`src/rtl/request_queue.sv`:
```
// Request queue between the trace parser and the scheduler.
// Accepts are gated on the parser's timestamp, entries retire in order, and each entry tracks its age.
package request_queue_pkg;
    localparam int ADDRESS_WIDTH = 32;

    typedef enum logic [1:0] {
        OP_READ  = 2'd0,
        OP_WRITE = 2'd1,
        OP_FETCH = 2'd2
    } parsed_op_t;

    typedef struct packed {
        logic                     op_ready_s;
        parsed_op_t               opcode;
        logic [ADDRESS_WIDTH-1:0] address;
        logic [31:0]              time_cpu;
    } parser_out_struct_t;

    typedef enum logic [1:0] {
        Q_EMPTY  = 2'd0,
        Q_ACTIVE = 2'd1,
        Q_FULL   = 2'd2
    } queue_state_t;
endpackage

module request_queue
    import request_queue_pkg::*;
#(
    parameter int QUEUE_DEPTH = 16,
    parameter int AGE_WIDTH   = 8
) (
    input  logic                         clk,
    input  logic                         rst,
    input  parser_out_struct_t           in,
    output logic                         queue_full,
    output logic                         pending_request,
    input  logic                         pop,
    output logic                         out_valid,
    output parsed_op_t                   out_opcode,
    output logic [ADDRESS_WIDTH-1:0]     out_address,
    output logic [31:0]                  out_time,
    output logic [AGE_WIDTH-1:0]         out_age,
    output logic [$clog2(QUEUE_DEPTH):0] count,
    output queue_state_t                 state
);
    localparam int CW = $clog2(QUEUE_DEPTH) + 1;
    localparam int PW = $clog2(QUEUE_DEPTH);
    localparam logic [CW-1:0] FULL_CNT = CW'(QUEUE_DEPTH);

    parsed_op_t               op_mem   [QUEUE_DEPTH];
    logic [ADDRESS_WIDTH-1:0] addr_mem [QUEUE_DEPTH];
    logic [31:0]              time_mem [QUEUE_DEPTH];
    logic [AGE_WIDTH-1:0]     age_mem  [QUEUE_DEPTH];

    logic [PW-1:0] head;
    logic [PW-1:0] tail;
    logic [31:0]   cpu_time;
    logic [CW-1:0] count_next;
    queue_state_t  state_next;
    logic          accept;
    logic          retire;
    logic          skip;

    // Full is judged on the start-of-cycle count, so a pop never makes room for a same-cycle accept.
    assign accept = in.op_ready_s && (count < FULL_CNT) && (in.time_cpu <= cpu_time) && !rst;
    assign retire = pop && (count != '0) && !rst;
    assign skip   = (count == '0) && in.op_ready_s && (in.time_cpu > cpu_time) && !rst;

    assign pending_request = in.op_ready_s && !accept;

    always_comb begin
        count_next = count;
        if (accept && !retire)
            count_next = count + CW'(1);
        else if (!accept && retire)
            count_next = count - CW'(1);
    end

    always_comb begin
        state_next = Q_ACTIVE;
        if (rst || count_next == '0)
            state_next = Q_EMPTY;
        else if (count_next == FULL_CNT)
            state_next = Q_FULL;
    end

    always_ff @(posedge clk) begin
        if (rst) begin
            state      <= Q_EMPTY;
            queue_full <= 1'b0;
            count      <= '0;
            head       <= '0;
            tail       <= '0;
            cpu_time   <= '0;
        end else begin
            state      <= state_next;
            queue_full <= (state_next == Q_FULL);
            count      <= count_next;
            if (accept)
                tail <= tail + PW'(1);
            if (retire)
                head <= head + PW'(1);
            // An idle queue jumps straight to the parser's timestamp instead of counting up to it.
            if (skip)
                cpu_time <= in.time_cpu;
            else if (cpu_time != '1)
                cpu_time <= cpu_time + 32'd1;
        end
    end

    always_ff @(posedge clk) begin
        if (accept) begin
            op_mem[tail]   <= in.opcode;
            addr_mem[tail] <= in.address;
            time_mem[tail] <= cpu_time;
        end
    end

    always_ff @(posedge clk) begin
        for (int i = 0; i < QUEUE_DEPTH; i++) begin
            if (rst)
                age_mem[i] <= '0;
            else if (accept && tail == PW'(i))
                age_mem[i] <= '0;
            else if (age_mem[i] != '1)
                age_mem[i] <= age_mem[i] + AGE_WIDTH'(1);
        end
    end

    assign out_valid   = (count != '0);
    assign out_opcode  = out_valid ? op_mem[head]   : OP_READ;
    assign out_address = out_valid ? addr_mem[head] : '0;
    assign out_time    = out_valid ? time_mem[head] : '0;
    assign out_age     = out_valid ? age_mem[head]  : '0;
endmodule
```
`config.mk`:
```
export PLATFORM = sky130hd
export DESIGN_NAME = request_queue
export DESIGN_NICKNAME = d
export VERILOG_FILES = /design/src/rtl/request_queue.sv
export SDC_FILE = /design/constraint.sdc
export NUM_CORES = 1
export LEC_CHECK = 0
export ABC_AREA = 0
export CORE_MARGIN = 2
export CORE_UTILIZATION = 45
export CTS_CLUSTER_DIAMETER = 120
export DETAILED_ROUTE_END_ITERATION = 7
export PLACE_DENSITY_LB_ADDON = 0.15
export SKIP_CTS_REPAIR_TIMING = 1
export SLEW_MARGIN = 0
export SYNTH_ARGS = -nofsm -noshare
export SYNTH_HDL_FRONTEND = slang
export SYNTH_SLANG_ARGS = --single-unit
```
`constraint.sdc`:
```
create_clock -name clk -period 12.85 [get_ports clk]
set_input_delay 3.855 -clock clk [delete_from_list [all_inputs] [get_ports clk]]
set_output_delay 3.855 -clock clk [all_outputs]
set_load 0.02 [all_outputs]
```
Yosys cells after proc, flatten, opt, wreduce, memory -nomap -nowiden

Memories as Yosys holds them, arrays and structs flattened. A register that Yosys moved wholly into a read port is not among the register bits.
Cells that the tools add are included.

Flip-flop bits (word level): 48
Latch bits: 0
RAM bits: 1,184
Memory bits (read-only): 0
Output and inout bits: 84
Memories kept: 4

$add $sub $neg: 21
$mul: 0
Div/mod/pow operators: 0
Magnitude comparators: 3
Eq/ne operators: 34
Shifts and indexed selects: 0
Muxes and demuxes: 166
Bitwise logic cells: 32
Reduce and logical (&&, ||, !) cells: 36

Memory list:

| name     | depth | width | read ports | clocked after Yosys merged registers in | wr ports | RTL line | RTL |
|---|---|---|---|---|---|---|---|
| addr_mem | 16    | 32    | 1          | 1                                       | 1        | 51       | `logic [ADDRESS_WIDTH-1:0] addr_mem [QUEUE_DEPTH];` |
| time_mem | 16    | 32    | 1          | 1                                       | 1        | 52       | `logic [31:0] time_mem [QUEUE_DEPTH];` |
| age_mem  | 16    | 8     | 17         | 1                                       | 16       | 53       | `logic [AGE_WIDTH-1:0] age_mem [QUEUE_DEPTH];` |
| op_mem   | 16    | 2     | 1          | 1                                       | 1        | 50       | `parsed_op_t op_mem [QUEUE_DEPTH];` |

Operators with widths:

| operator                                                           | count |
|---|---|
| 8-bit 2-to-1 mux                                                   | 33 |
| 8-bit by 1-bit adder with 8-bit output, second input constant      | 16 |
| 32-bit 2-to-1 mux                                                  | 4 |
| 8-bit inequality test, second input constant                       | 16 |
| 1-bit 2-to-1 mux                                                   | 116 |
| 32-bit by 1-bit adder with 32-bit output, second input constant    | 1 |
| 4-bit == test, second input constant                               | 8 |
| 32-bit greater-than comparator                                     | 1 |
| 32-bit <= comparator                                               | 1 |
| 4-bit 2-to-1 mux                                                   | 8 |
| 32-bit inequality test, second input constant                      | 1 |
| 1-bit OR                                                           | 32 |
| 1-bit logical AND                                                  | 27 |
| 4-bit by 3-bit == test with 1-bit output, second input constant    | 4 |
| 5-bit zero test                                                    | 2 |
| 5-bit 2-to-1 mux                                                   | 2 |
| 4-bit by 1-bit adder with 4-bit output, second input constant      | 2 |
| 4-bit by 2-bit == test with 1-bit output, second input constant    | 2 |
| 2-bit 2-to-1 mux                                                   | 3 |
| 5-bit by 1-bit adder with 5-bit output, second input constant      | 1 |
| 5-bit == test, second input constant                               | 1 |
| 5-bit < comparator, second input constant                          | 1 |
| 5-bit nonzero test                                                 | 1 |
| 5-bit by 1-bit subtractor with 5-bit output, second input constant | 1 |
| other kinds (6)                                                    | 8 |

Longest topological paths before layout

Depth in word-level cells: 12
Gate-level depth with buffers: 12
Gate-level depth less buffers: 11

Worst setup path after synthesis

No wires, ideal clock.

Path kind: input to register
Start: input in[30] in the netlist's numbering
End: memory addr_mem[3][0] (enable)
Setup time: 573 ps
Arrival time: 9,965 ps
Slack: 2,311 ps
Stages: 9
Path buffers: 1
Cells stage by stage: ha_1 nand4_1 nor3_1 a221oi_1 o21ai_1 o31ai_4 buf_6 nand2_1 nor3_1

Word-level cells in the longest chain between the ends: 5

Ends and longest elaborated chain:

| element                                | RTL line | RTL |
|---|---|---|
| start, declared                        | 34       | `input parser_out_struct_t in,` |
| 32-bit <= comparator                   | 65       | `assign accept = in.op_ready_s && (count < FULL_CNT) && (in.time_cpu <= cpu_time) && !rst;` |
| 1-bit logical AND (2 in series)        | 65       |  |
| 1-bit 2-to-1 mux                       | 112      | `if (accept) begin` |
| 1-bit 2-to-1 mux (implied by the code) | 114      | `addr_mem[tail] <= in.address;` |
| end, declared                          | 51       |  |

No other way between the ends.

Worst setup path after layout

Start: input in[30] in the netlist's numbering
End: output pending_request

Word-level cells in the longest chain between the ends: 5

Ends and longest elaborated chain:

| element                         | RTL line | RTL |
|---|---|---|
| 32-bit <= comparator            | 65       |  |
| 1-bit logical AND (2 in series) | 65       |  |
| 1-bit zero test                 | 69       | `assign pending_request = in.op_ready_s && !accept;` |
| 1-bit logical AND               | 69       |  |
| end, declared                   | 36       | `output logic pending_request,` |

No other way between the ends.

==> out/results.txt <==
The remaining antenna violation count after routing was 0; the mean routed wirelength per cell was 27.0 µm. The logs give 2719 for the net count after synthesis and 0 ps for the final setup TNS. Prior to clock tree synthesis, the placed netlist has a worst setup slack of 2100 ps. For this design the static power due to leakage is 18.5 nW. In this run the worst hold path is classified as register to register. The tools report the worst setup path startpoint as in[30]. Clock latency on the worst-skew pair, taken at its later pin, is 740 ps. The post-synthesis register bit count is 1235, and the maximum fanout along the worst path is 32. The cell sitting at the root of the clock tree is a sky130_fd_sc_hd__clkbuf_16. The detailed-routing wirelength on met1 came out at 51100 µm. The pre-antenna-repair detailed-routing pass consisted of 5 iterations. The maximum clock insertion buffer count came out at 3. The flip-flop cell with the highest count after synthesis is sky130_fd_sc_hd__edfxtp_1.

For the pin with the worst max-slew slack, the measured transition is 1070 ps. The run gives 6930 ps as the data arrival time at the worst-slack endpoint. 154 I/O pins were placed.

The initial utilization of the core area, before any placement, comes to 45.3%. The logs give 28.8% for the relative slew slack and 0 for the final-report setup violation count. Detailed routing inserted a total of 25824 vias. At the worst endpoint, the required time is 8990 ps.

Top-area cell type share of the netlist area: 69.7%. The met2 wire length was 58700 µm. The remaining global-route overflow is 0, and the count of flip-flops with a built-in enable after synthesis is 1184. Measured in cells, the most critical reg-to-reg path has a length of 12.

Sorting the synthesized cells by area gives the leading types as sky130_fd_sc_hd__edfxtp_1, sky130_fd_sc_hd__mux4_2, sky130_fd_sc_hd__dfxtp_1. The synthesized area per cell was 19.7 µm². Post-route cell area: 0.0586 mm². Initial antenna violation count: 4. Measured along the x axis, the die boundary spans 341 µm.

STA classifies the critical path startpoint as an input port. The Yosys step of the flow raised 0 warnings. The run gives 0 as the number of remaining DRC errors.

After synthesis, the netlist uses 56 different library cells. For the final number of hold-violating endpoints, the log shows 0. Cell type with the highest aggregate area in the netlist: sky130_fd_sc_hd__edfxtp_1. Dividing the final minimum period by the clock period gives 83.9%. The number of DRC markers after the initial detailed-route iteration was 2298; the relative area change from synthesis to final layout was 14.9%. The final non-filler cell total was 4417. The startpoint identified for the worst register-to-register timing path is cpu_time[30]. The synthesized netlist occupies a cell area of 0.0510 mm².

The run gives 4178 as the placed instance count. The worst setup slack for register-to-register paths is 7220 ps. The share of cells above drive strength 1 is 22.2%, and the share of the yosys chip area belonging to registers is 71.7%.

The number of slew-limit violations in the final report is 0, and the vertical die dimension is 341 µm. The setup path with the least slack is of type input port to output port. STA classifies the critical path endpoint as an output port. Once routing completed, OpenROAD measured the worst setup slack at 2070 ps. Synthesis produced 2593 cells. The logs give 4 for the H-tree depth and 92.7 MHz for the maximum frequency from static timing analysis. Total length of routed wires: 119000 µm. In the global route stage, overall resource usage came out at 20.8%. Input and output buffers added on the ports amount to 153. The worst hold path begins at head[1].

IR analysis of the VDD net gives a maximum drop of 0.171 mV. The standard cell core area is 0.112 mm², and the number of CTS-inserted buffers is 134. In this run the critical register-to-register path is captured at addr_mem[11][14]. The fraction of registers with async set/reset is 0%. The most frequent cell after synthesis is sky130_fd_sc_hd__edfxtp_1. Counting I/O delays and the setup requirement, the final critical path takes 10780 ps.

TritonCTS built the clock tree. Areal power density over the cells: 179 mW/mm². The run finished with clean final reports.

The detailed-route vias per instance came out at 5.85. The worst clock skew is 19.4 ps, and the overall die area is 0.116 mm². The highest routed metal layer is met5. The first global-routing pass estimated 178000 µm of wire. The last element of the critical path was pending_request. The net count of the finished layout is 2940. Sorting the synthesized cells by how often they occur yields sky130_fd_sc_hd__edfxtp_1, sky130_fd_sc_hd__mux4_2, sky130_fd_sc_hd__nor2_1. Entering global routing, the biggest net connects 150 pins.

The number of rows in the core area was 123. The HPWL after detailed placement is 65700 µm. The amount of wire on met3 after detailed routing was 7440 µm; the placed cell area was 0.0544 mm². After clock tree synthesis, the clock-pin slew on the worst setup and hold paths is 50 ps.

The congestion estimate from routability-driven global placement came to 0.868. The tools report the final total power as 10.5 mW. Setup repair after global routing left no endpoint under its margin. The tools report the number of sinks handled by clock tree synthesis as 1235. The logs give 27216 for the number of global-route vias before repair and 0 for the reported max-cap violation count.
[per-stage QoR]
stage	utilization, %	hold WS (ps)
floorplan	-	468
global placement	48.4	489
detailed placement	48.4	494
CTS	52.1	501
global route	52.1	543
finish	52.1	501
[critical path: stages]
cell and delay, ps:
sky130_fd_sc_hd__clkdlybuf4s50_1 430, sky130_fd_sc_hd__ha_1 330, sky130_fd_sc_hd__nand4_1 210, sky130_fd_sc_hd__nor4_1 480, sky130_fd_sc_hd__nand2_1 210, sky130_fd_sc_hd__or2_1 290
sky130_fd_sc_hd__o31ai_4 60, sky130_fd_sc_hd__buf_4 400, sky130_fd_sc_hd__nor2b_1 90, sky130_fd_sc_hd__clkdlybuf4s50_1 550
[cell type report]
class,instances,area (µm²)
Multi-Input combinational cell,1200,13900
Inverter,44,166
Antenna cell,3,7.51
Clock inverter,69,591
Clock buffer,167,3560
Timing Repair Buffer,199,1910
Fill cell,8808,53900
Sequential cell,1235,36600
Tap cell,1500,1880
[layer usage]
layer	vias up	GRT usage (%)
li1	11033	-
met1	13823	29.3
met2	805	34.0
met3	161	3.98
met4	2	4.84
met5	-	0
[power breakdown]
group,switching [mW],total [mW],internal (mW)
clock,1.53,3.65,2.13
sequential,0.183,4.73,4.54
combinational,1.02,2.09,1.07
[worst min path at each step]
stage / slack, ps / to / cells after the start
floorplan: 470 / register / 2
global placement: 490 / register / 2
detailed placement: 490 / register / 2
CTS: 500 / register / 2
global route: 540 / register / 2
finish: 500 / register / 2
[flip-flops by register name (all words and copies together), names as in the netlist, 4 cells and up, named ones only]
signal / count
cpu_time: 32
age_mem: 128
op_mem: 32
time_mem: 512
count: 5
tail: 4
head: 4
addr_mem: 512
[cells by family (layout without fill, tap and decap cells)]
kind of cell / after synthesis / count (layout) / share of synthesized area (%)
AO/OA/AOI/OAI: 94 / 94 / 1.50
XOR/XNOR: 132 / 132 / 2.27
multiplexers: 380 / 380 / 16.5
AND/OR/NAND/NOR: 538 / 538 / 5.29
buffers and inverters: 158 / 479 / 1.31
adder cells (fa/ha/maj): 56 / 56 / 1.37
flip-flops: 1235 / 1235 / 71.7
other: 0 / 3 / 0
[placed cells by master, fill, tap and decap left out, drive strengths merged, types with 29 or more instances in the layout]
cell type / count
edfxtp: 1184
mux4: 370
nor2: 178
clkbuf: 167
clkdlybuf4s50: 152
nand3: 90
and2: 79
xor2: 70
xnor2: 62
ha: 56
nand2: 54
inv: 52
dfxtp: 51
and3: 49
clkinv: 49
buf: 47
nor3: 29
No activity file was read; power rests on OpenSTA's default activity.
